$ cat src/rtl/codificador_alertas_pkg.sv
// Shared encodings for the alert encoder: temperature zones, arming states
// and a saturating subtract used to derive the hysteresis thresholds.
package codificador_alertas_pkg;

    localparam logic [1:0] ZONA_NORMAL   = 2'd0;
    localparam logic [1:0] ZONA_MEDIA    = 2'd1;
    localparam logic [1:0] ZONA_ALTA     = 2'd2;

    localparam logic [1:0] EST_DESARMADO = 2'd0;
    localparam logic [1:0] EST_ARMANDO   = 2'd1;
    localparam logic [1:0] EST_ARMADO    = 2'd2;

    typedef enum logic [1:0] {
        NORMAL = ZONA_NORMAL,
        MEDIA  = ZONA_MEDIA,
        ALTA   = ZONA_ALTA
    } zona_t;

    typedef enum logic [1:0] {
        DESARMADO = EST_DESARMADO,
        ARMANDO   = EST_ARMANDO,
        ARMADO    = EST_ARMADO
    } estado_t;

    // Threshold minus hysteresis, clamped at zero so a small threshold never wraps.
    function automatic logic [7:0] sat_sub(input logic [7:0] a, input logic [7:0] b);
        return (a >= b) ? (a - b) : 8'd0;
    endfunction

endpackage

$ cat src/rtl/codificador_alertas_if.sv
// Sensor-side samples into the encoder and the six condition flags out of it.
interface codificador_alertas_if;
    logic       dato_valido;
    logic [7:0] temp_dato;
    logic [7:0] frec_dato;
    logic       humo_in;
    logic       posicion_in;
    logic       boton_act;
    logic       TempAlta;
    logic       TempMedia;
    logic       FrecCard;
    logic       Humo;
    logic       Posicion;
    logic       Activacion;

    modport master (
        output dato_valido, temp_dato, frec_dato, humo_in, posicion_in, boton_act,
        input  TempAlta, TempMedia, FrecCard, Humo, Posicion, Activacion
    );

    modport slave (
        input  dato_valido, temp_dato, frec_dato, humo_in, posicion_in, boton_act,
        output TempAlta, TempMedia, FrecCard, Humo, Posicion, Activacion
    );
endinterface

$ cat src/rtl/codificador_alertas_antirrebote.sv
// Two-flop synchronizer followed by a debouncer: the output follows the
// synchronized input only after DEB_CICLOS consecutive differing cycles.
module antirrebote #(
    parameter int DEB_CICLOS = 16
) (
    input  logic clk,
    input  logic reset,
    input  logic in,
    output logic out
);
    localparam int DW = $clog2(DEB_CICLOS + 1);

    logic          s1_reg;
    logic          s2_reg;
    logic          out_reg;
    logic [DW-1:0] cnt_reg;

    always_ff @(posedge clk) begin
        if (reset) begin
            s1_reg  <= 1'b0;
            s2_reg  <= 1'b0;
            out_reg <= 1'b0;
            cnt_reg <= '0;
        end else begin
            s1_reg <= in;
            s2_reg <= s1_reg;
            if (s2_reg != out_reg) begin
                if (cnt_reg == DW'(DEB_CICLOS - 1)) begin
                    out_reg <= s2_reg;
                    cnt_reg <= '0;
                end else begin
                    cnt_reg <= cnt_reg + 1'b1;
                end
            end else begin
                cnt_reg <= '0;
            end
        end
    end

    assign out = out_reg;
endmodule

$ cat src/rtl/codificador_alertas.sv
// Turns raw sensor samples into six registered, glitch-free condition flags
// using hysteresis, sample confirmation, debouncing and an arming delay.
module codificador_alertas
    import codificador_alertas_pkg::*;
#(
    parameter logic [7:0] T_MEDIA    = 8'd37,
    parameter logic [7:0] T_ALTA     = 8'd39,
    parameter logic [7:0] T_HIST     = 8'd1,
    parameter logic [7:0] F_MIN      = 8'd50,
    parameter logic [7:0] F_MAX      = 8'd120,
    parameter logic [7:0] F_HIST     = 8'd5,
    parameter int         CONFIRM    = 3,
    parameter int         DEB_CICLOS = 16,
    parameter int         ARM_DELAY  = 32
) (
    input logic                  clk,
    input logic                  reset,
    codificador_alertas_if.slave bus
);
    localparam int CW = $clog2(CONFIRM + 1);
    localparam int AW = $clog2(ARM_DELAY + 1);

    localparam logic [7:0] T_MEDIA_BAJA = sat_sub(T_MEDIA, T_HIST);
    localparam logic [7:0] T_ALTA_BAJA  = sat_sub(T_ALTA, T_HIST);
    localparam logic [7:0] F_MIN_ALTO   = F_MIN + F_HIST;
    localparam logic [7:0] F_MAX_BAJO   = sat_sub(F_MAX, F_HIST);

    // ---------------- temperature zone with confirmation ----------------
    zona_t         zona_reg;
    zona_t         cand_t_prev_reg;
    zona_t         cand_t;
    logic [CW-1:0] cnt_t_reg;
    logic [CW-1:0] cnt_t_inc;
    logic          tempalta_reg;
    logic          tempmedia_reg;

    always_comb begin
        cand_t = zona_reg;
        case (zona_reg)
            NORMAL: begin
                if (bus.temp_dato >= T_ALTA)       cand_t = ALTA;
                else if (bus.temp_dato >= T_MEDIA) cand_t = MEDIA;
                else                               cand_t = NORMAL;
            end
            MEDIA: begin
                if (bus.temp_dato >= T_ALTA)           cand_t = ALTA;
                else if (bus.temp_dato < T_MEDIA_BAJA) cand_t = NORMAL;
                else                                   cand_t = MEDIA;
            end
            ALTA: begin
                if (bus.temp_dato < T_MEDIA_BAJA)     cand_t = NORMAL;
                else if (bus.temp_dato < T_ALTA_BAJA) cand_t = MEDIA;
                else                                  cand_t = ALTA;
            end
            default: cand_t = NORMAL;
        endcase
        cnt_t_inc = (cand_t == cand_t_prev_reg && cnt_t_reg != '0) ? cnt_t_reg + 1'b1 : CW'(1);
    end

    always_ff @(posedge clk) begin
        if (reset) begin
            zona_reg        <= NORMAL;
            cand_t_prev_reg <= NORMAL;
            cnt_t_reg       <= '0;
            tempalta_reg    <= 1'b0;
            tempmedia_reg   <= 1'b0;
        end else if (bus.dato_valido) begin
            cand_t_prev_reg <= cand_t;
            if (cand_t == zona_reg) begin
                cnt_t_reg <= '0;
            end else if (cnt_t_inc == CW'(CONFIRM)) begin
                zona_reg      <= cand_t;
                cnt_t_reg     <= '0;
                tempalta_reg  <= (cand_t == ALTA);
                tempmedia_reg <= (cand_t == MEDIA);
            end else begin
                cnt_t_reg <= cnt_t_inc;
            end
        end
    end

    // ---------------- heart-rate flag with confirmation ----------------
    logic          frec_reg;
    logic          cand_f;
    logic          cand_f_prev_reg;
    logic [CW-1:0] cnt_f_reg;
    logic [CW-1:0] cnt_f_inc;

    always_comb begin
        if (frec_reg)
            cand_f = !(bus.frec_dato >= F_MIN_ALTO && bus.frec_dato <= F_MAX_BAJO);
        else
            cand_f = (bus.frec_dato < F_MIN) || (bus.frec_dato > F_MAX);
        cnt_f_inc = (cand_f == cand_f_prev_reg && cnt_f_reg != '0) ? cnt_f_reg + 1'b1 : CW'(1);
    end

    always_ff @(posedge clk) begin
        if (reset) begin
            frec_reg        <= 1'b0;
            cand_f_prev_reg <= 1'b0;
            cnt_f_reg       <= '0;
        end else if (bus.dato_valido) begin
            cand_f_prev_reg <= cand_f;
            if (cand_f == frec_reg) begin
                cnt_f_reg <= '0;
            end else if (cnt_f_inc == CW'(CONFIRM)) begin
                frec_reg  <= cand_f;
                cnt_f_reg <= '0;
            end else begin
                cnt_f_reg <= cnt_f_inc;
            end
        end
    end

    // ---------------- debouncers: [0]=humo, [1]=posicion, [2]=boton ----------------
    logic [2:0] raw;
    logic [2:0] deb;

    assign raw = {bus.boton_act, bus.posicion_in, bus.humo_in};

    generate
        for (genvar gi = 0; gi < 3; gi++) begin : g_deb
            antirrebote #(.DEB_CICLOS(DEB_CICLOS)) u_deb (
                .clk   (clk),
                .reset (reset),
                .in    (raw[gi]),
                .out   (deb[gi])
            );
        end
    endgenerate

    // ---------------- arming FSM ----------------
    estado_t       estado_reg;
    estado_t       estado_next;
    logic [AW-1:0] cnt_a_reg;
    logic [AW-1:0] cnt_a_next;
    logic          boton_prev_reg;
    logic          pulso;
    logic          act_reg;

    assign pulso = deb[2] & ~boton_prev_reg;

    always_comb begin
        estado_next = estado_reg;
        cnt_a_next  = cnt_a_reg;
        case (estado_reg)
            DESARMADO: begin
                if (pulso) begin
                    estado_next = ARMANDO;
                    cnt_a_next  = '0;
                end
            end
            ARMANDO: begin
                // A press on the expiry cycle cancels rather than arms.
                if (pulso) begin
                    estado_next = DESARMADO;
                    cnt_a_next  = '0;
                end else if (cnt_a_reg == AW'(ARM_DELAY - 1)) begin
                    estado_next = ARMADO;
                    cnt_a_next  = '0;
                end else begin
                    cnt_a_next = cnt_a_reg + 1'b1;
                end
            end
            ARMADO: begin
                if (pulso) estado_next = DESARMADO;
            end
            default: begin
                estado_next = DESARMADO;
                cnt_a_next  = '0;
            end
        endcase
    end

    always_ff @(posedge clk) begin
        if (reset) begin
            estado_reg     <= DESARMADO;
            cnt_a_reg      <= '0;
            boton_prev_reg <= 1'b0;
            act_reg        <= 1'b0;
        end else begin
            estado_reg     <= estado_next;
            cnt_a_reg      <= cnt_a_next;
            boton_prev_reg <= deb[2];
            act_reg        <= (estado_next == ARMADO);
        end
    end

    assign bus.TempAlta   = tempalta_reg;
    assign bus.TempMedia  = tempmedia_reg;
    assign bus.FrecCard   = frec_reg;
    assign bus.Humo       = deb[0];
    assign bus.Posicion   = deb[1];
    assign bus.Activacion = act_reg;
endmodule

$ cat src/flat_wrapper.sv
// flat-port wrapper written by rule: the top's interface ports become plain ports
module codificador_alertas_flat import codificador_alertas_pkg::*;
#(
    parameter logic [7:0] T_MEDIA    = 8'd37,
    parameter logic [7:0] T_ALTA     = 8'd39,
    parameter logic [7:0] T_HIST     = 8'd1,
    parameter logic [7:0] F_MIN      = 8'd50,
    parameter logic [7:0] F_MAX      = 8'd120,
    parameter logic [7:0] F_HIST     = 8'd5,
    parameter int         CONFIRM    = 3,
    parameter int         DEB_CICLOS = 16,
    parameter int         ARM_DELAY  = 32
)
  (clk, reset, bus_dato_valido, bus_temp_dato, bus_frec_dato, bus_humo_in, bus_posicion_in, bus_boton_act, bus_TempAlta, bus_TempMedia, bus_FrecCard, bus_Humo, bus_Posicion, bus_Activacion);
  codificador_alertas_if bus_i ();
  input logic clk;
  input logic reset;
  input wire logic [$bits(bus_i.dato_valido)-1:0] bus_dato_valido;
  input wire logic [$bits(bus_i.temp_dato)-1:0] bus_temp_dato;
  input wire logic [$bits(bus_i.frec_dato)-1:0] bus_frec_dato;
  input wire logic [$bits(bus_i.humo_in)-1:0] bus_humo_in;
  input wire logic [$bits(bus_i.posicion_in)-1:0] bus_posicion_in;
  input wire logic [$bits(bus_i.boton_act)-1:0] bus_boton_act;
  output wire logic [$bits(bus_i.TempAlta)-1:0] bus_TempAlta;
  output wire logic [$bits(bus_i.TempMedia)-1:0] bus_TempMedia;
  output wire logic [$bits(bus_i.FrecCard)-1:0] bus_FrecCard;
  output wire logic [$bits(bus_i.Humo)-1:0] bus_Humo;
  output wire logic [$bits(bus_i.Posicion)-1:0] bus_Posicion;
  output wire logic [$bits(bus_i.Activacion)-1:0] bus_Activacion;
  assign bus_i.dato_valido = bus_dato_valido;
  assign bus_i.temp_dato = bus_temp_dato;
  assign bus_i.frec_dato = bus_frec_dato;
  assign bus_i.humo_in = bus_humo_in;
  assign bus_i.posicion_in = bus_posicion_in;
  assign bus_i.boton_act = bus_boton_act;
  assign bus_TempAlta = bus_i.TempAlta;
  assign bus_TempMedia = bus_i.TempMedia;
  assign bus_FrecCard = bus_i.FrecCard;
  assign bus_Humo = bus_i.Humo;
  assign bus_Posicion = bus_i.Posicion;
  assign bus_Activacion = bus_i.Activacion;
  codificador_alertas #(.T_MEDIA(T_MEDIA), .T_ALTA(T_ALTA), .T_HIST(T_HIST), .F_MIN(F_MIN), .F_MAX(F_MAX), .F_HIST(F_HIST), .CONFIRM(CONFIRM), .DEB_CICLOS(DEB_CICLOS), .ARM_DELAY(ARM_DELAY)) u_core (.clk(clk), .reset(reset), .bus(bus_i));
endmodule
$ cat config.mk
export PLATFORM = sky130hd
export DESIGN_NAME = codificador_alertas_flat
export DESIGN_NICKNAME = d
export VERILOG_FILES = /design/src/rtl/codificador_alertas_pkg.sv /design/src/rtl/codificador_alertas_if.sv /design/src/rtl/codificador_alertas_antirrebote.sv /design/src/rtl/codificador_alertas.sv /design/src/flat_wrapper.sv
export SDC_FILE = /design/constraint.sdc
export NUM_CORES = 1
export LEC_CHECK = 0
export ABC_AREA = 1
export BUFFER_PORTS_ARGS = -buffer_cell sky130_fd_sc_hd__buf_4
export CAP_MARGIN = 5
export CORE_UTILIZATION = 55
export CTS_BUF_LIST = sky130_fd_sc_hd__clkbuf_2
export DETAILED_ROUTE_END_ITERATION = 8
export PLACE_DENSITY = 0.74
export SYNTH_ARGS = -nofsm -noshare
export SYNTH_HDL_FRONTEND = slang
export SYNTH_SLANG_ARGS = --single-unit
$ cat constraint.sdc
create_clock -name clk -period 4.07 [get_ports clk]
set_clock_uncertainty 0.2 [all_clocks]
set_input_delay 0.2035 -clock clk [delete_from_list [all_inputs] [get_ports clk]]
set_output_delay 0.2035 -clock clk [all_outputs]
set_load 0.02 [all_outputs]
After elaboration in Yosys (flattened, before gate mapping)
Index checks and enable logic that the tools add are counted.
Operators by class
  add/sub/neg operators: 6
  order comparisons: 8
  equal/unequal tests: 21
  multiplexer cells: 23
  bitwise operators: 8
  reductions and logical operators: 18
Operators with widths (number)
  2-bit 2-to-1 mux: 14
  8-bit by 6-bit greater-or-equal comparator with 1-bit output (second input constant): 3
  8-bit by 6-bit less-than comparator with 1-bit output (second input constant): 3
  6-bit 2-to-1 mux: 3
  6-bit case mux with 3 select lines: 1
  5-bit by 1-bit adder with 5-bit output (second input constant): 3
  5-bit by 4-bit equality test with 1-bit output (second input constant): 3
  2-bit equality test (second input constant): 6
  2-bit case mux with 3 select lines: 2
  3-bit OR reduction: 3
  8-bit by 7-bit greater-than comparator with 1-bit output (second input constant): 1
  8-bit by 7-bit <= comparator with 1-bit output (second input constant): 1
  2-bit AND reduction: 4
  1-bit inverter: 7
  6-bit by 1-bit adder with 6-bit output (second input constant): 1
  2-bit by 1-bit equality test with 1-bit output (second input constant): 3
  6-bit by 5-bit equality test with 1-bit output (second input constant): 1
  3-bit AND reduction: 2
  2-bit by 1-bit adder with 2-bit output (second input constant): 2
  2-bit equality test: 2
  2-bit logical NOT: 2
  2-bit nonzero test: 2
  1-bit logical AND: 3
  1-bit 2-to-1 mux: 3
  other kinds (6): 9
Word-level totals
  register bits: 46
  input port bits: 22
  output and inout bits: 6
  logic and storage cells: 108

Logic depth before layout (Yosys ltp)
Gate-level depths: netlist of run 1.
  depth in word-level cells: 10
  mapped depth: 12
  mapped depth without buffers: 12

Hierarchy
Synthesis of run 1 repeated with hierarchy kept, for this count alone.
Second synthesis, totals
  cells, all modules: 309
  area, all modules: 2268.4 um^2
By module, submodules not included
  codificador_alertas: times used 1, cells each 201, area an instance 1341.3 um^2, seq. area each 440.4 um^2
  antirrebote: times used 3, cells each 36, area an instance 309.0 um^2, seq. area each 160.2 um^2

Worst setup path after synthesis of run 1
Ideal clock, no wire load.
  kind: reg2reg
  from: reg u_core.zona_reg[1]
  to: reg u_core.tempalta_reg, in the netlist u_core.bus.TempAlta
  setup time: 122 ps
  data arrival time: 1308 ps
  required time: 3748 ps
  path slack: 2441 ps
  stages on the path, launching flop included: 10
  path buffers: 0
  period minus slack after synthesis: 1629 ps
  cell sequence: dfxtp_1 -> inv_2 -> nor2_1 -> nand4_1 -> nand3_2 -> nand2_1 -> nand3_2 -> nand3_4 -> o21ai_0 -> a21oi_1
Between the ends
  word-level cells in the longest chain between the ends: 7
  elaborated cells between the ends (all ways): 12
  classes of those cells: eq/ne (6); mux (2); bitwise (1); reduce/logical (3)
RTL lines
  start: declaration: line codificador_alertas.sv:29  | zona_t zona_reg;
  start signal: assignment: line codificador_alertas.sv:72  | zona_reg <= cand_t;
  2-bit equality test, or another cell as far along: line codificador_alertas.sv:39  | case (zona_reg)
  2-bit case mux with 3 select lines: line codificador_alertas.sv:39
  2-bit equality test: line codificador_alertas.sv:57  | cnt_t_inc = (cand_t == cand_t_prev_reg && cnt_t_reg != '0) ? cnt_t_reg + 1'b1 : CW'(1);
  1-bit logical AND: line codificador_alertas.sv:57
  2-bit 2-to-1 mux: line codificador_alertas.sv:57
  2-bit equality test: line codificador_alertas.sv:71  | end else if (cnt_t_inc == CW'(CONFIRM)) begin
  3-bit AND reduction (no source line)
  end signal: assignment: line codificador_alertas.sv:74  | tempalta_reg <= (cand_t == ALTA);
  end: declaration: line codificador_alertas.sv:34  | logic tempalta_reg;
Parallel ways exist; a longest one is shown, timed or not.
A chain may end at the register's enable or synchronous reset.

Final worst setup path of run 1
Same ends and word-level chain as after synthesis.

==> results by group, run 1 <==
Power and ir drop
  • Peak VDD IR: 238 uV
  • Pwr per Cell Area: 301 nW/um^2
  • Pleak: approximately 1.1 nW

Global routing
  • Pin count of the biggest net entering global routing: 29
  • Gr ovfl total: 0
  • Antenna violations before repair: 0
  • Vias in the first global route: 1,749
  • First-pass GRT wire length: 6.87 mm
  • GRT Total Usage: 0.202

Final layout
  • N_diodes: 0
  • Share of cells above drive strength 1: 0.162
  • Synth-to-layout area growth: 16.6%
  • Fin nets: 370
  • Finished Cell Area: 2640 sq um
  • Largest register FFs: 15
  • Non-filler cells, final: around 390

Clock network
  • Setup Buffers After CTS: 0
  • # clock sinks: 46
  • Clk buf depth: 2
  • Worst skew pair latency: 0.41 ns
  • Root buf cell: clkbuf_2
  • H-tree depth: 2
  • Number of buffers created by CTS: 5
  • Clock transition at the registers of the reported paths: 0.23 ns
  • Post-CTS resize count: 0
  • Hold_buf cts: 8
  • CTS tree: done

STA
  • Fin crit share: 0.466
  • Unrepaired setup endpoints after global routing: no
  • Rel. slew slack: 0.729
  • Final worst setup slack: 2.17 ns
  • Final Hold Viols: 0
  • Period minus WS final: 1.90 ns
  • Slew @ Worst Pin: 0.405 ns
  • Finish-stage setup viols: 0
  • Count of pins over their slew limit: 0
  • Sum Neg Setup Slack: 0 ns
  • Achievable Freq: 527 MHz
  • Hold_ws: 0.0725 ns

Drt
  • Final ANT Viol Nets: 0
  • DRT Pass-1 Iters: 4
  • DRC viols: 0
  • Routed WL: 3.88 mm
  • DR WL/cell: 10.0 microns
  • Vias per cell: 4.97
  • Vias after detailed routing: roughly 1,900
  • DR iter-0 viols: 74

Synth
  • Area leader, netlist: dfxtp_1
  • Syn Nets: ~330
  • Top FF cell, synth: dfxtp_1
  • Count leader, synth: inv_1
  • Post-synthesis sequential area ratio: 0.408
  • Area share of the largest cell type after synthesis: 0.408
  • Synth Area in XOR/XNOR: 0.00388
  • Async SR Flop Fraction: 0
  • Number of synthesized register bits: 46
  • Synth top area cells: dfxtp_1 (41%), inv_1 (9.0%), nor2_1 (8.8%), nand2_1 (6.3%), a21oi_1 (5.1%)
  • Largest family of logic cells by synthesized area: simple AND/OR/NAND/NOR gates
  • Synth Area in Adders: 0.0498
  • Post-synth EDFFs: 0
  • Proportion of synthesized area in mux cells: 0
  • Syn. warnings: 0
  • Mean area per synthesized cell: 7.51 sq um
  • Yosys cell types: 29
  • Top cells by count, synth: inv_1 (54), nor2_1 (53), dfxtp_1 (46), nand2_1 (38), a21oi_1 (23)
  • Cell area after synthesis: 2260 sq um
  • Synthesized instance count: 301
  • Post-synthesis compound-gate area fraction: 0.140
  • Synth Area in Simple Gates: 0.288

Place
  • HPWL after detailed placement: slightly below 3 mm
  • Placed insts: 372
  • PortBufs: 27
  • Placement Setup Slack: 2.24 ns
  • Placed cell areas: 2490 sq um
  • Placer's final routability congestion estimate: 0.818

Worst setup path
  • Setup crit end kind: flip-flop
  • R2R setup slack: 2.17 ns
  • Crit path launch type: flip-flop
  • CP max FO: 6
  • Worst Path Arrival: 2.05 ns
  • CP required: around 4.2 ns
  • CP Class: reg -> reg

Run
  • Maxcap violations: 0

Die
  • Core area: 3800 sq um
  • I/O pin total: 28
  • Initial Util: 0.595
  • Die area: ~4400 sq um
  • Die Wd: 66.1 microns
  • Height of the chip: between 60 and 70 microns
  • Row count: 22

Worst hold path
  • Min-Delay Path Class: in -> reg

Status
  • Status: finished, final reports clean
==> final cells by class <==
type | count | area, sq um
Tap cell | 48 | 60.1
Inverter | 57 | 214
Timing Repair Buffer | 35 | 283
Fill cell | 336 | 1160
Clock inverter | 2 | 37.5
Clock buffer | 6 | 30.0
Multi-Input combinational cell | 194 | 1090
Sequential cell | 46 | 921
==> through the flow <==
step | utilization | total power [mW]
floorplan | - | 0.523
global placement | 0.655 | 0.547
detailed placement | 0.655 | 0.549
CTS | 0.694 | 0.802
global route | 0.694 | 0.834
finish | 0.694 | 0.794
==> cell families after synthesis <==
kind of cell	Yosys count
buf+inv	61
flops	46
compound gates	54
xor+xnor	1
simple gates	130
fa+ha+maj	9
==> critical path, cell delays in order, from the launching register on <==
cell	delay [ns]
dfxtp_1	0.49
inv_2	0.06
nor2_1	0.15
nand4_1	0.19
nand4_1	0.23
nand4_4	0.17
nor2_4	0.13
nand2_1	0.07
a21oi_1	0.14
==> metal layers <==
| metal | vias up | wire (microns) | track usage |
|---|---|---|---|
| li1 | 1052 | - | - |
| met1 | 846 | 1880 | 0.237 |
| met2 | 24 | 1840 | 0.358 |
| met3 | 5 | 109 | 0.0414 |
| met4 | 0 | 43 | 0.0718 |
| met5 | - | 0 | 0 |
==> layout by cell type (no fill, tap or decap) <==
master	n
inv_1	54
a21oi_1	23
ha_1	9
o211ai_1	4
buf_4	27
nor2_4	4
xnor2_1	1
a32oi_1	1
o21bai_1	4
o21ai_0	14
nand3_4	1
nand3_1	10
clkbuf_2	6
clkinvlp_4	1
nand3_2	7
a31oi_1	2
o221a_2	1
dfxtp_1	46
a21boi_1	1
dlygate4sd3_1	8
nor3_1	2
nor3b_1	3
nand4_1	8
nand2_1	38
nor2_1	53
nand2_4	1
a211oi_1	3
nand2_2	2
bufinv_16	1
inv_2	3
a311oi_1	1
nand4_4	1
==> final timing paths <==
check | startpoint | endpoint | cells past startpoint
worst max-delay path | u_core.zona_reg[1] | u_core.bus.TempAlta | 8
worst min-delay path | bus_frec_dato[7] | u_core.cand_f_prev_reg | 5
worst max register to register | u_core.zona_reg[1] | u_core.bus.TempAlta | 8
worst min register to register | u_core.g_deb[0].u_deb.s1_reg | u_core.g_deb[0].u_deb.s2_reg | 2
==> report_power, final <==
part / internal (mW) / switching, mW / leakage, nW / total [mW]
Sequential: 0.459 / 0.00508 / 0.373 / 0.464
Clock: 0.106 / 0.141 / 0.0392 / 0.247
Combinational: 0.0377 / 0.0447 / 0.720 / 0.0824
Total: 0.603 / 0.191 / 1.13 / 0.794
Power figures use the tool's default switching activity.
==> run 2, diff against run 1 <==
==> constraint.sdc (replaced) <==
create_clock -name clk -period 2 [get_ports clk]
set_clock_uncertainty 0.2 [all_clocks]
set_input_delay 0.1 -clock clk [delete_from_list [all_inputs] [get_ports clk]]
set_output_delay 0.1 -clock clk [all_outputs]
set_load 0.02 [all_outputs]
==> results by group, run 2 (same netlist as run 1, synthesis figures left out) <==
STA
  • Fin crit share: 0.899 (+0.432)
  • Count of pins over their slew limit: 0 (unchanged)
  • Unrepaired setup endpoints after global routing: no
  • Slew @ Worst Pin: 0.404 ns (-0.000940 ns)
  • Sum Neg Setup Slack: 0 ns (unchanged)
  • Rel. slew slack: 0.730 (about the same)
  • Period minus WS final: 1.80 ns (-0.100 ns)
  • Achievable Freq: 556 MHz (+5.6%)
  • Hold_ws: 0.0281 ns (-0.0444 ns)
  • Final Hold Viols: 0 (unchanged)
  • Final worst setup slack: 0.203 ns (-1.97 ns)
  • Finish-stage setup viols: 0 (unchanged)

Die
  • Height of the chip: 66.1 microns (unchanged)
  • Row count: 22 (unchanged)
  • Die area: 4370 sq um (unchanged)
  • Core area: 3800 sq um (unchanged)
  • Initial Util: 0.595 (unchanged)
  • I/O pin total: 28 (unchanged)
  • Die Wd: 66.1 microns (unchanged)

Worst setup path
  • Slowest-stage cell, CP: dfxtp_2
  • CP max FO: 6 (unchanged)
  • CP max stage delay: 0.41 ns (-0.08 ns)
  • Worst Path Arrival: 1.92 ns (-0.13 ns)
  • CP Class: reg -> reg
  • Crit path launch type: flip-flop
  • CP required: 2.12 ns (-2.10 ns)
  • Setup crit end kind: flip-flop
  • Crit path cell chain: inv_2 -> nor2_1 -> nand4_1 -> nand3_2 -> nand2_1 -> nand3_2 -> nand3_4 -> nor2_4 -> nand2_1 -> a21oi_1

Place
  • Placed cell areas: 2490 sq um (unchanged)
  • Placer's final routability congestion estimate: 0.829 (+1.3%)
  • Placement Setup Slack: 0.183 ns (-2.05 ns)
  • PortBufs: 27 (unchanged)
  • HPWL after detailed placement: 2.88 mm (-0.84%)

Drt
  • Routed WL: 3.87 mm (-0.28%)
  • Vias per cell: 4.97 (unchanged)
  • DRT Pass-1 Iters: 4 (unchanged)
  • Final ANT Viol Nets: 0 (unchanged)
  • DR iter-0 viols: 78 (+5.4%)
  • DR WL/cell: 9.97 microns (-0.28%)
  • Vias after detailed routing: 1,927 (unchanged)
  • DRC viols: 0 (unchanged)

Global routing
  • Antenna violations before repair: 0 (unchanged)
  • GR Util met1: 0.238 (+0.000761)
  • First-pass GRT wire length: 6.70 mm (-2.4%)
  • Met3 usage: 0.0517 (+0.0103)
  • Top Usage Layer GRT: met2
  • Pin count of the biggest net entering global routing: 29 (unchanged)
  • GRT Total Usage: 0.200 (-0.00196)
  • Vias in the first global route: 1,708 (-2.3%)
  • Gr ovfl total: 0 (unchanged)
  • Met2 usage: 0.343 (-0.0153)

Final layout
  • Synth-to-layout area growth: 15.8%
  • Finished Cell Area: 2620 sq um (-0.71%)
  • N_diodes: 0 (unchanged)
  • Most frequent cells in the layout: inv_1 (54), nor2_1 (53), dfxtp_1 (45), nand2_1 (38), buf_4 (27)
  • Largest register FFs: 15 (unchanged)
  • Fin nets: 371 (+0.27%)
  • Most common cell after layout, fill and taps aside: inv_1
  • Register Area: 922 sq um (+0.14%)
  • Share of cells above drive strength 1: 0.162 (unchanged)
  • FILL cells: 344 (+2.4%)
  • Core Util, Final: 0.689 (-0.00494)
  • Area of the multi-input gates: 1090 sq um (unchanged)

Clock network
  • H-tree depth: 2 (unchanged)
  • Clk buf depth: 2 (unchanged)
  • # clock sinks: 46 (unchanged)
  • Worst skew pair latency: 0.39 ns (-0.02 ns)
  • Number of buffers created by CTS: 5 (unchanged)
  • Root buf cell: clkbuf_2
  • Setup Buffers After CTS: 0 (unchanged)
  • Clock transition at the registers of the reported paths: 0.20 ns (-0.03 ns)
  • CTS tree: done

Power and ir drop
  • Pwr per Cell Area: 559 nW/um^2 (+85%)
  • Peak VDD IR: 506 uV (+110%)
  • Pleak: 1.12 nW (-0.71%)

Status
  • Status: finished, final reports clean

Worst hold path
  • Min-Delay Path Class: in -> reg

Run
  • Maxcap violations: 0 (unchanged)
run 2: cell types whose count changed in the layout (fill, tap and decap cells not counted):
cell,change
bufinv_16,-1
dfxtp_1,-1
dfxtp_2,+1
dlygate4sd3_1,+1
run 2: power by group:
part | switching (mW) | internal [mW]
registers | 0.0104 | 0.934
clock network | 0.263 | 0.0848
logic | 0.0909 | 0.0786
total | 0.365 | 1.10
run 2: critical path: cells and delay by family (launching register included):
| kind | cells | cell delay, ns |
|---|---|---|
| buffers and inverters | 1 | 0.05 |
| flip-flops | 1 | 0.41 |
| AO/OA/AOI/OAI | 1 | 0.15 |
| AND/OR/NAND/NOR | 8 | 0.92 |
run 2: area by class of cell:
type | count | area share
timing repair buffer | 36 | 0.112
tap | 48 | 0.0230
clock buffer | 6 | 0.0115
clock inverter | 1 | 0.00287
sequential | 46 | 0.352
inverter | 57 | 0.0818
multi-input combinational | 194 | 0.417
run 2: per-stage QoR:
step           std cells  power (mW)
2_1_floorplan        301        1.07
3_3_place_gp         372        1.11
3_5_place_dp         372        1.12
4_1_cts              388        1.48
5_1_grt              388        1.55
6_report             388        1.46
run 2: worst paths after layout:
check | endpoint | start | cells past startpoint | slack [ns]
setup / recovery | u_core.zona_reg[1] | u_core.zona_reg[1] | 10 | 0.20
setup reg to reg | u_core.zona_reg[1] | u_core.zona_reg[1] | 10 | 0.20
hold / removal | u_core.cnt_f_reg[0] | bus_frec_dato[7] | 8 | 0.03
hold reg to reg | u_core.g_deb[2].u_deb.s2_reg | u_core.g_deb[2].u_deb.s1_reg | 2 | 0.22
run 2: layer usage:
layer	wire (microns)	up-vias
met4	49	0
met2	1760	27
li1	-	1053
met5	0	-
met3	117	6
met1	1940	841
run 2: what timing repair did:
item / in CTS / in global routing
endpoints found under the setup margin: 0 / 4
hold endpoints to repair: 25 / 0
hold buffers: 9 / 0
gates resized for setup: 0 / 1
==> run 3, diff against run 2 <==
--- a/config.mk
+++ b/config.mk
@@ -14,4 +14,5 @@
 export PLACE_DENSITY = 0.74
 export SYNTH_ARGS = -nofsm -noshare
 export SYNTH_HDL_FRONTEND = slang
+export SYNTH_HIERARCHICAL = 1
 export SYNTH_SLANG_ARGS = --single-unit
==> results by group, run 3 <==
Status
  • Status: finished, final reports clean

Drt
  • Highest metal used: met4
  • Final ANT Viol Nets: 0 (unchanged)
  • Met3 WL: 128 microns (+9.4%)
  • Met1 WL: 1.93 mm (-0.67%)
  • Routed WL: 3.93 mm (+1.6%)
  • Routed wl met2: 1.82 mm (+3.2%)
  • DR iter-0 viols: 82 (+5.1%)
  • DRC viols: 0 (unchanged)
  • DRT Pass-1 Iters: 4 (unchanged)
  • DR WL/cell: 9.75 microns (-2.2%)
  • Vias after detailed routing: 1,964 (+1.9%)
  • Vias per cell: 4.87 (-1.9%)

Worst setup path
  • CP top delay family: buffers and inverters
  • Setup crit end kind: flip-flop
  • CP required: 2.14 ns (+0.02 ns)
  • Worst Path Arrival: 2.02 ns (+0.10 ns)
  • CP max FO: 4 (-2)
  • WP buf/inv: 2 (+1)
  • Slowest-stage cell, CP: dlygate4sd3_1
  • Crit path cell chain: inv_1 -> nor3_1 -> nand2_1 -> dlygate4sd3_1 -> a21oi_1 -> nor2_1
  • CP max stage delay: 0.57 ns (+0.16 ns)
  • CP Class: reg -> reg
  • Crit path launch type: flip-flop

Place
  • HPWL after detailed placement: 2.69 mm (-6.6%)
  • Placed insts: 383 (+3.0%)
  • Placed cell areas: 2530 sq um (+1.9%)
  • PortBufs: 27 (unchanged)
  • Placer's final routability congestion estimate: 0.836 (+0.82%)

Global routing
  • Pin count of the biggest net entering global routing: 34 (+17%)
  • Vias in the first global route: 1,835 (+7.4%)
  • GRT Total Usage: 0.212 (+0.0122)
  • Gr ovfl total: 0 (unchanged)
  • Antenna violations before repair: 0 (unchanged)
  • First-pass GRT wire length: 7.18 mm (+7.1%)

Worst hold path
  • Min-Delay Path Class: in -> reg

STA
  • Slew @ Worst Pin: 0.347 ns (-0.0570 ns)
  • Sum Neg Setup Slack: 0 ns (unchanged)
  • Fin crit share: 0.940 (+0.0418)
  • Rel. slew slack: 0.769 (+0.0392)
  • Achievable Freq: 532 MHz (-4.4%)
  • Finish-stage setup viols: 0 (unchanged)
  • Final Hold Viols: 0 (unchanged)
  • Period minus WS final: 1.88 ns (+0.0837 ns)
  • Unrepaired setup endpoints after global routing: no
  • Count of pins over their slew limit: 0 (unchanged)

Clock network
  • Root buf cell: clkbuf_2
  • Clk buf depth: 2 (unchanged)
  • Worst skew pair latency: 0.42 ns (+0.03 ns)
  • Setup Buffers After CTS: 0 (unchanged)
  • # clock sinks: 46 (unchanged)
  • H-tree depth: 2 (unchanged)
  • CTS tree: done
  • Number of buffers created by CTS: 5 (unchanged)
  • Clock transition at the registers of the reported paths: 0.21 ns (about the same)

Die
  • Die Wd: 66.2 microns (+0.19%)
  • I/O pin total: 28 (unchanged)
  • Height of the chip: 66.2 microns (+0.19%)
  • Initial Util: 0.597 (+0.00231)
  • Core area: 3800 sq um (unchanged)
  • Row count: 22 (unchanged)
  • Die area: 4390 sq um (+0.38%)

Synth
  • Syn Nets: 340 (+2.4%)
  • Mean area per synthesized cell: 7.34 sq um (-2.2%)
  • Synthesized instance count: 309 (+2.7%)
  • Top cells by count, synth: inv_1 (54), nand2_1 (53), nor2_1 (48), dfxtp_1 (46), a21oi_1 (17)
  • Number of synthesized register bits: 46 (unchanged)
  • Top FF cell, synth: dfxtp_1
  • Count leader, synth: inv_1
  • Yosys cell types: 29 (unchanged)
  • Async SR Flop Fraction: 0 (unchanged)
  • Synth top area cells: dfxtp_1 (41%), inv_1 (8.9%), nand2_1 (8.8%), nor2_1 (7.9%), ha_1 (5.0%)
  • Cell area after synthesis: 2270 sq um (+0.39%)
  • Syn. warnings: 6 (+6)
  • Area leader, netlist: dfxtp_1
  • Post-synthesis sequential area ratio: 0.406 (-0.00157)
  • Area share of the largest cell type after synthesis: 0.406 (-0.00157)
  • Post-synth EDFFs: 0 (unchanged)

Final layout
  • Largest register FFs: 15 (unchanged)
  • Synth-to-layout area growth: 20.4%
  • Most frequent cells in the layout: inv_1 (54), nand2_1 (53), nor2_1 (48), dfxtp_1 (45), buf_4 (29)
  • Fin nets: 386 (+4.0%)
  • Finished Cell Area: 2730 sq um (+4.4%)
  • Area of the multi-input gates: 1130 sq um (+3.7%)
  • FILL cells: 325 (-5.5%)
  • Register Area: 922 sq um (unchanged)
  • Non-filler cells, final: 403 (+3.9%)
  • Most common cell after layout, fill and taps aside: inv_1
  • Share of cells above drive strength 1: 0.183 (+0.0213)
  • N_diodes: 0 (unchanged)

Power and ir drop
  • Sw Ratio: 0.244 (-0.00578)
  • Pwr per Cell Area: 590 nW/um^2 (+5.6%)
  • Clock share of power: 0.301 (+0.063)
  • Net Switching: 0.393 mW (+7.7%)
  • Pint: 1.22 mW (+11%)
  • Register share of total power: 0.586 (-0.060)
  • Gate power share: 0.113 (-0.003)
  • Peak VDD IR: 461 uV (-9.0%)
  • Pleak: 1.14 nW (+1.4%)

Run
  • Maxcap violations: 0 (unchanged)
-- run 3: power by group through the flow --
stage	sequential (mW)	clock (mW)	combinational (mW)
after floorplan	0.961	0	0.104
after CTS	0.944	0.500	0.180
final	0.944	0.485	0.181
after detailed placement	0.962	0	0.160
after global routing	0.948	0.535	0.205
after global placement	0.962	0	0.157
-- run 3: cell type report --
| cell class | count | area share |
|---|---|---|
| timing repair buffer | 42 | 0.127 |
| multi-input combinational | 204 | 0.414 |
| inverter | 56 | 0.0775 |
| tap | 48 | 0.0220 |
| sequential | 46 | 0.338 |
| clock buffer | 5 | 0.00917 |
| clock inverter | 2 | 0.0124 |
-- run 3: kinds of logic after synthesis --
| kind of cell | count (synthesis) | synth area share |
|---|---|---|
| buffers and inverters | 59 | 0.0982 |
| XOR/XNOR | 4 | 0.0154 |
| AND/OR/NAND/NOR | 149 | 0.322 |
| AO/OA/AOI/OAI | 42 | 0.109 |
| adder cells (fa/ha/maj) | 9 | 0.0496 |
| flip-flops | 46 | 0.406 |
-- run 3: worst register-to-register path, delay by kind of cell (launching register included) --
| family | cells | cell delay [ns] |
|---|---|---|
| simple gates | 3 | 0.37 |
| compound gates | 1 | 0.16 |
| buf+inv | 2 | 0.65 |
| flops | 1 | 0.42 |
-- run 3: through the flow --
stage / util / hold slack, ns / worst slack [ns] / power [mW]
after floorplan: - / -0.0288 / 0.171 / 1.06
after global placement: 0.667 / 0.0981 / 0.257 / 1.12
after detailed placement: 0.667 / 0.108 / 0.225 / 1.12
after CTS: 0.717 / 0.0618 / 0.174 / 1.63
after global routing: 0.719 / 0.110 / 0.00925 / 1.69
final: 0.719 / 0.0975 / 0.119 / 1.61
-- run 3: final timing paths --
path,start,end,slack [ns],cells past startpoint
setup reg to reg,u_core/bus.FrecCard,u_core/bus.FrecCard,0.12,6
hold / removal,bus_frec_dato[3],u_core/cnt_f_reg[0],0.1,7
hold reg to reg,u_core/g_deb[1].u_deb/s1_reg,u_core/g_deb[1].u_deb/s2_reg,0.22,2
setup / recovery,u_core/bus.FrecCard,u_core/bus.FrecCard,0.12,6
-- run 3: timing repair --
item                                    in CTS  in global routing
hold endpoints to repair                    32                  0
hold buffers                                13                  0
gates resized for setup                      0                  2
endpoints found under the setup margin       0                  5
-- run 3: routing by layer --
layer / vias to the layer above / track usage
met1: 862 / 0.242
met2: 24 / 0.372
met5: - / 0
met3: 6 / 0.0586
met4: 0 / 0.0798
li1: 1072 / -
